==> src/rtl/xbar_pipe_pkg.sv <==
// Shared constants and helpers for the NoC switch-traversal crossbar.
// Port order is N, E, W, S, L; both index and one-hot forms are provided.
package xbar_pipe_pkg;

  localparam int unsigned XBAR_NUM_PORTS  = 5;
  localparam int unsigned XBAR_DATA_WIDTH = 32;

  localparam int unsigned N_PORT = 0;
  localparam int unsigned E_PORT = 1;
  localparam int unsigned W_PORT = 2;
  localparam int unsigned S_PORT = 3;
  localparam int unsigned L_PORT = 4;

  localparam logic [4:0] N_PORT_OH = 5'b00001;
  localparam logic [4:0] E_PORT_OH = 5'b00010;
  localparam logic [4:0] W_PORT_OH = 5'b00100;
  localparam logic [4:0] S_PORT_OH = 5'b01000;
  localparam logic [4:0] L_PORT_OH = 5'b10000;

  // True when at most one bit is set (zero counts as legal, meaning "no input").
  function automatic logic is_onehot0(input logic [31:0] v);
    return ((v & (v - 32'd1)) == 32'd0);
  endfunction

endpackage

==> src/rtl/xbar_pipe_out_slice.sv <==
// One crossbar output: AND-OR input mux, select legality check,
// one-entry valid/ready output register and a sticky illegal-select flag.
module xbar_out_slice
  import xbar_pipe_pkg::*;
#(
  parameter int unsigned NUM_PORTS  = XBAR_NUM_PORTS,
  parameter int unsigned DATA_WIDTH = XBAR_DATA_WIDTH
) (
  input  logic                            clk,
  input  logic                            rst,
  input  logic [NUM_PORTS-1:0]            i_sel,
  input  logic [NUM_PORTS-1:0]            i_grant,
  input  logic [NUM_PORTS*DATA_WIDTH-1:0] i_data,
  input  logic                            i_ready,
  output logic                            o_load,
  output logic                            o_sel_ok,
  output logic                            o_valid,
  output logic [DATA_WIDTH-1:0]           o_data,
  output logic                            o_sel_err
);

  logic                  r_valid;
  logic [DATA_WIDTH-1:0] r_data;
  logic                  r_sel_err;
  logic                  w_sel_ok;
  logic                  w_load;
  logic                  w_hit;
  logic [DATA_WIDTH-1:0] w_mux;

  assign w_sel_ok = is_onehot0(32'(i_sel));
  assign w_load   = ~r_valid | i_ready;
  // i_grant already folds in valid_in and the multicast all-ready gating.
  assign w_hit    = w_sel_ok & (|(i_sel & i_grant));

  // AND-OR mux over the granted, selected inputs
  always_comb begin
    w_mux = {DATA_WIDTH{1'b0}};
    for (int i = 0; i < NUM_PORTS; i++) begin
      if (i_sel[i] & i_grant[i]) begin
        w_mux = w_mux | i_data[i*DATA_WIDTH +: DATA_WIDTH];
      end else begin
        w_mux = w_mux;
      end
    end
  end

  // Output register and sticky illegal-select flag
  always_ff @(posedge clk) begin
    if (rst) begin
      r_valid   <= 1'b0;
      r_data    <= {DATA_WIDTH{1'b0}};
      r_sel_err <= 1'b0;
    end else begin
      if (w_load) begin
        r_valid <= w_hit;
        r_data  <= w_hit ? w_mux : {DATA_WIDTH{1'b0}};
      end
      if (!w_sel_ok) begin
        r_sel_err <= 1'b1;
      end
    end
  end

  assign o_load    = w_load;
  assign o_sel_ok  = w_sel_ok;
  assign o_valid   = r_valid;
  assign o_data    = r_data;
  assign o_sel_err = r_sel_err;

endmodule

==> src/rtl/xbar_pipe.sv <==
// Registered NxN crossbar: per-output slices plus the input acknowledge,
// where a multicast flit is taken only when every selecting output can load.
module xbar_pipe
  import xbar_pipe_pkg::*;
#(
  parameter int unsigned NUM_PORTS  = XBAR_NUM_PORTS,
  parameter int unsigned DATA_WIDTH = XBAR_DATA_WIDTH
) (
  input  logic                            clk,
  input  logic                            rst,
  input  logic [NUM_PORTS*NUM_PORTS-1:0]  sel_in,
  input  logic [NUM_PORTS-1:0]            valid_in,
  input  logic [NUM_PORTS*DATA_WIDTH-1:0] datain,
  output logic [NUM_PORTS-1:0]            ack_out,
  output logic [NUM_PORTS*DATA_WIDTH-1:0] dataout,
  output logic [NUM_PORTS-1:0]            valid_out,
  input  logic [NUM_PORTS-1:0]            ready_in,
  output logic [NUM_PORTS-1:0]            sel_err
);

  logic [NUM_PORTS-1:0]           w_load;
  logic [NUM_PORTS-1:0]           w_sel_ok;
  logic [NUM_PORTS-1:0]           w_go;
  logic [NUM_PORTS*NUM_PORTS-1:0] w_req;

  genvar o;
  generate
    for (o = 0; o < NUM_PORTS; o++) begin : g_out
      assign w_req[o*NUM_PORTS +: NUM_PORTS] =
        sel_in[o*NUM_PORTS +: NUM_PORTS] & valid_in & {NUM_PORTS{w_sel_ok[o]}};

      xbar_out_slice #(
        .NUM_PORTS  (NUM_PORTS),
        .DATA_WIDTH (DATA_WIDTH)
      ) u_slice (
        .clk       (clk),
        .rst       (rst),
        .i_sel     (sel_in[o*NUM_PORTS +: NUM_PORTS]),
        .i_grant   (w_go),
        .i_data    (datain),
        .i_ready   (ready_in[o]),
        .o_load    (w_load[o]),
        .o_sel_ok  (w_sel_ok[o]),
        .o_valid   (valid_out[o]),
        .o_data    (dataout[o*DATA_WIDTH +: DATA_WIDTH]),
        .o_sel_err (sel_err[o])
      );
    end
  endgenerate

  // An input goes only if some legal requester can load and none is stalled.
  always_comb begin
    w_go = {NUM_PORTS{1'b0}};
    for (int i = 0; i < NUM_PORTS; i++) begin
      logic v_any;
      logic v_blk;
      v_any = 1'b0;
      v_blk = 1'b0;
      for (int k = 0; k < NUM_PORTS; k++) begin
        v_any = v_any | (w_req[k*NUM_PORTS + i] &  w_load[k]);
        v_blk = v_blk | (w_req[k*NUM_PORTS + i] & ~w_load[k]);
      end
      w_go[i] = v_any & ~v_blk & ~rst;
    end
  end

  assign ack_out = w_go;

endmodule

==> config.mk <==
export PLATFORM = sky130hd
export DESIGN_NAME = xbar_pipe
export DESIGN_NICKNAME = d
export VERILOG_FILES = /design/src/rtl/xbar_pipe_pkg.sv /design/src/rtl/xbar_pipe_out_slice.sv /design/src/rtl/xbar_pipe.sv
export SDC_FILE = /design/constraint.sdc
export NUM_CORES = 1
export LEC_CHECK = 0
export CAP_MARGIN = 10
export CORE_ASPECT_RATIO = 1.25
export CORE_MARGIN = 1.5
export CORE_UTILIZATION = 41
export DETAILED_ROUTE_END_ITERATION = 7
export DONT_BUFFER_PORTS = 1
export SLEW_MARGIN = 10
export SYNTH_ARGS = -nofsm -noshare
export SYNTH_HDL_FRONTEND = slang
export SYNTH_SLANG_ARGS = --single-unit
==> constraint.sdc <==
create_clock -name clk -period 4.2 [get_ports clk]
set_input_delay 0.63 -clock clk [delete_from_list [all_inputs] [get_ports clk]]
set_output_delay 0.63 -clock clk [all_outputs]
set_load 0.02 [all_outputs]
# After elaboration in Yosys (flattened, before gate mapping)
# Cells that the tools add are included.
# word_totals
regBits	170
input_bits	197
output_inout_bits	175
# classes
addsub	5
muxes	30
bitwise	191
n_reduce_logical	10
# op_table
operator	count
two-way mux 32 bit	30
bitwise OR 32 bit	20
AND 5 x 32 -> 32 bit	5
zero test 32 bit	5
AND 1 bit	90
AND 5 bit	15
bitwise OR 1 bit	45
subtractor 5 x 1 -> 6 bit, second input constant	5
OR reduction 5 bit	5
inverter 1 bit	16

# Logic depth before layout (Yosys ltp)
# logic_depth
word_depth	23
ltp_mapped	10
depth_no_buf	7

# Cells and area by module
# A second synthesis with hierarchy kept.
# unflattened
hier_cells	1400
hier_area_um2	10844.2
# modules_own_cells
module	instances	cells_each	area_per_inst_um2
xbar_out_slice	5	269	2105.8
xbar_pipe	1	55	315.3

# Least setup slack after synthesis
# Ideal clock, no wire load.
# synth_path
path_kind	input -> output
start	in sel_in[1]
end	out ack_out[0]
t_arrival_ns	2.506
t_required_ns	3.570
path_slack_ns	1.064
stages	6
cell_sequence	clkbuf_1 > or3_1 > o22ai_1 > and4b_1 > buf_2 > nor4b_1
# synth_between
elab_chain_cells	12
elab_cells_between_ends	17
# synth_lines
item	line	text
start, declared	xbar_pipe.sv:11	input logic [NUM_PORTS*NUM_PORTS-1:0] sel_in,
subtractor 5 x 1 -> 6 bit	xbar_pipe_pkg.sv:22	return ((v & (v - 32'd1)) == 32'd0);
AND 5 x 32 -> 32 bit (*)	xbar_pipe_pkg.sv:22	
zero test 32 bit (*)	xbar_pipe_pkg.sv:22	
AND 5 bit (*)	xbar_pipe.sv:30	sel_in[o*NUM_PORTS +: NUM_PORTS] & valid_in & {NUM_PORTS{w_sel_ok[o]}};
AND 1 bit	xbar_pipe.sv:61	v_blk = v_blk | (w_req[k*NUM_PORTS + i] & ~w_load[k]);
bitwise OR 1 bit (4 in series)	xbar_pipe.sv:61	
inverter 1 bit	xbar_pipe.sv:63	w_go[i] = v_any & ~v_blk & ~rst;
AND 1 bit (*) (2 in series)	xbar_pipe.sv:63	
end, declared	xbar_pipe.sv:14	output logic [NUM_PORTS-1:0] ack_out,
# Mark *: on every way between the ends. The rest lies on a longest branch, timed or not.

# Final worst setup path
# layout_path
start	reg g_out[2].u_slice.r_valid
end	reg g_out[0].u_slice.r_data[29]
# layout_between
elab_chain_cells	21
elab_cells_between_ends	76
# layout_lines
item	line	text
start, declared	xbar_pipe_out_slice.sv:22	logic r_valid;
start signal, assigned	xbar_pipe_out_slice.sv:55	r_valid <= w_hit;
inverter 1 bit (*)	xbar_pipe_out_slice.sv:31	assign w_load = ~r_valid | i_ready;
bitwise OR 1 bit (*)	xbar_pipe_out_slice.sv:31	
inverter 1 bit	xbar_pipe.sv:61	
AND 1 bit	xbar_pipe.sv:61	
bitwise OR 1 bit (3 in series)	xbar_pipe.sv:61	
inverter 1 bit	xbar_pipe.sv:63	
AND 1 bit (2 in series)	xbar_pipe.sv:63	
AND 1 bit	xbar_pipe_out_slice.sv:39	if (i_sel[i] & i_grant[i]) begin
[2 not listed]	--	
two-way mux 32 bit	xbar_pipe_out_slice.sv:39	
bitwise OR 32 bit	xbar_pipe_out_slice.sv:40	w_mux = w_mux | i_data[i*DATA_WIDTH +: DATA_WIDTH];
two-way mux 32 bit	xbar_pipe_out_slice.sv:39	
bitwise OR 32 bit	xbar_pipe_out_slice.sv:40	
two-way mux 32 bit	xbar_pipe_out_slice.sv:39	
bitwise OR 32 bit	xbar_pipe_out_slice.sv:40	
two-way mux 32 bit	xbar_pipe_out_slice.sv:39	
two-way mux 32 bit (*)	xbar_pipe_out_slice.sv:56	r_data <= w_hit ? w_mux : {DATA_WIDTH{1'b0}};
end signal, assigned	xbar_pipe_out_slice.sv:51	r_data <= {DATA_WIDTH{1'b0}};
end signal, assigned	xbar_pipe_out_slice.sv:56	
end, declared	xbar_pipe_out_slice.sv:23	logic [DATA_WIDTH-1:0] r_data;
# Marks and branches as above.
# A chain may end at the register's enable or synchronous reset.

==> out/metrics.yaml <==
global_routing:
  gr-usage-met1_pct: 46.7
  grt_busiest_layer: "met2"
  grt_remaining_overflow: 0
  grt_max_degree: 49
  use_met2_pct: 59.2
  antenna_found_initial: 0
  grt_pass1_vias: 12900
  grt.total_usage_pct: 39.4
  grt_use_met3_pct: 14.5
  grt_pass1_wl_mm: 83.3
placed_design:
  placedCellCount: 1711
  dp_hpwl_mm: 36.2
  io_buffers: 0
  place_area_mm2: 0.0116
  pre_cts_slack_ps: 666
  gp_congestion: 1.01
flow_run:
  drv_cap: 0
route:
  drt_iter0_drc: 2120
  drc: 3
  ant_nets: 0
  via_count: 13300
  firstDrtPassIters: 8
  drt_wl_total_mm: 57.3
  vias_per_cell: 7.62
  wl_per_cell_um: 32.9
cells_and_area:
  multi_input_area_mm2: 0.00735
  stdcell_area_mm2: 0.0122
  fin_nets: 1582
  fillers: 2679
  register_area_mm2: 0.00340
  final_cells: 1743
  area_growth_pct: 8.66
  diodes: 0
  layout-drive-gt1-share_pct: 9.87
yosys:
  yosys_warnings: 0
  ys_ff_latch: 170
  yosysTopAreaCell: "dfxtp_1"
  synth-edff-count: 0
  syn_area_mm2: 0.0112
  ys_types: 56
  ys_async_sr_fraction_pct: 0
  ys_seq_area_share_pct: 30.4
  yosysMostFrequentCell: "nand2_1"
  synth_area_leaders: "dfxtp_1 (30%), nand2_1 (13%), a22oi_1 (11%), and3_1 (6.3%), a222oi_1 (6.0%)"
  postSynthAreaPerCell_um2: 7.70
  synth_common_cells: "nand2_1 (396), dfxtp_1 (170), a22oi_1 (165)"
  synth_flop_cell: "dfxtp_1"
  yosysTopAreaCellShare_pct: 30.4
  synth_cells: 1454
  syn_nets: 1651
worst_hold_path:
  hp-class: "in2reg"
  holdPathStages: 1
sta:
  fin_ws_ps: 679
  hold_ws_ps: 253
  fmax_mhz: 284
  slew_violations: 0
  rsz0062_at_grt: "no"
  period_share_pct: 83.8
  slew_headroom_pct: 20.9
  finalHoldViolCount: 0
  worst_pin_slew_ps: 1180
  finalSetupViolations: 0
  fin_skew_ps: 9.88
  tns_ps: 0
  min_period_ps: 3520
clock_network:
  clockRootBuffer: "clkbuf_16"
  cts_sinks: 170
  cts-hold-fix-buffers: 0
  post_cts_resized: 0
  postCtsSetupBuffers: 0
  h-tree-depth: 4
  clock_path_buffers: 2
  cts_made_buffers: 17
  path_clk_slew_ps: 70
  clock_latency_ps: 450
  cts_tree: "yes"
worst_setup_path:
  cpMaxStageDelayCell: "nor3b_1"
  cp.required_ps: 4510
  end_kind: "flip-flop"
  path_class: "reg2reg"
  crit_fanout: 33
  cp.arrival_ps: 3830
  cp.depth: 8
  cp_num_buf_inv: 1
  critical-path-top-delay-family: "simple AND/OR/NAND/NOR gates"
  crit_path_cell_trace: "nor3b_1 > a22oi_1 > nand3_1 > nor4b_4 > or4_1 > o21bai_4 > buf_4 > o21ai_1"
  reg2reg_depth: 8
  start_kind: "flip-flop"
  cp_slowest_stage_delay_ps: 860
floorplanning:
  core-area_mm2: 0.0268
  start_util_pct: 41.7
  die_area_mm2: 0.0283
  rows: 67
  die_h_um: 188
  die_x_um: 151
  io-pin-count: 372
power:
  power_density_mw_per_mm2: 285
  p_leak_nw: 3.15
  max-vdd-ir-drop_mv: 0.211
run_status:
  outcome: "complete, but fails checks"
  violations: "design-rule violations"
## sequential cells by signal (all words and copies together) (netlist names)
| name | cells |
|---|---|
| g_out.u_slice.o_valid | 5 |
| g_out.u_slice.o_sel_err | 5 |
| g_out.u_slice.o_data | 160 |
## final cells by class
class | count | area share, %
flip-flops and latches | 170 | 28.0
clock inverters | 14 | 1.04
clock buffers | 18 | 3.53
inverters | 5 | 0.154
repair buffers | 49 | 3.33
well taps | 345 | 3.55
multi-input cells | 1142 | 60.4
## metrics by stage
stage | util [%] | total power (W)
after floorplan | - | 0.00187
after global placement | 43.3 | 0.00193
after detailed placement | 43.3 | 0.00193
after CTS | 45.3 | 0.00346
after global routing | 45.3 | 0.00354
final | 45.3 | 0.00347
## placed cells by master (no fill, tap or decap), types with 32 or more instances in the layout
master	count
a21boi_0	32
a22oi_1	165
dfxtp_1	170
nand2_1	396
and3_1	112
a32oi_1	49
a222oi_1	67
buf_4	46
nand3_1	43
## power by group
part           total [W]  leakage (nW)  switching [W]  internal (W)
Combinational   0.000274          1.52       0.000172      0.000102
Sequential       0.00163          1.37      0.0000139       0.00162
Clock            0.00156         0.258       0.000747      0.000818
## layer usage
metal / share of wire [%] / vias up / wire [um]
met5: 0 / - / 0
met4: 6.8 / 0 / 3890
met3: 15 / 269 / 8720
met2: 43 / 1227 / 24900
met1: 35 / 6289 / 19800
li1: - / 5490 / -
## kinds of logic after synthesis
group | Yosys count | synth area share, %
fa+ha+maj | 1 | 0.0894
simple gates | 686 | 30.2
compound gates | 455 | 33.5
buf+inv | 142 | 5.81
flops | 170 | 30.4
## final timing paths
check | startpoint | slack, ps | endpoint
max reg2reg | g_out[2].u_slice.o_valid$_SDFFE_PP0P_ | 680 | g_out[0].u_slice.o_data[29]$_SDFFE_PP0N_
min reg2reg | g_out[4].u_slice.o_data[24]$_SDFFE_PP0P_ | 560 | g_out[4].u_slice.o_data[24]$_SDFFE_PP0P_
min | rst | 250 | g_out[3].u_slice.o_data[10]$_SDFFE_PP0P_
max | g_out[2].u_slice.o_valid$_SDFFE_PP0P_ | 680 | g_out[0].u_slice.o_data[29]$_SDFFE_PP0N_
(Power assumes the default switching activity.)
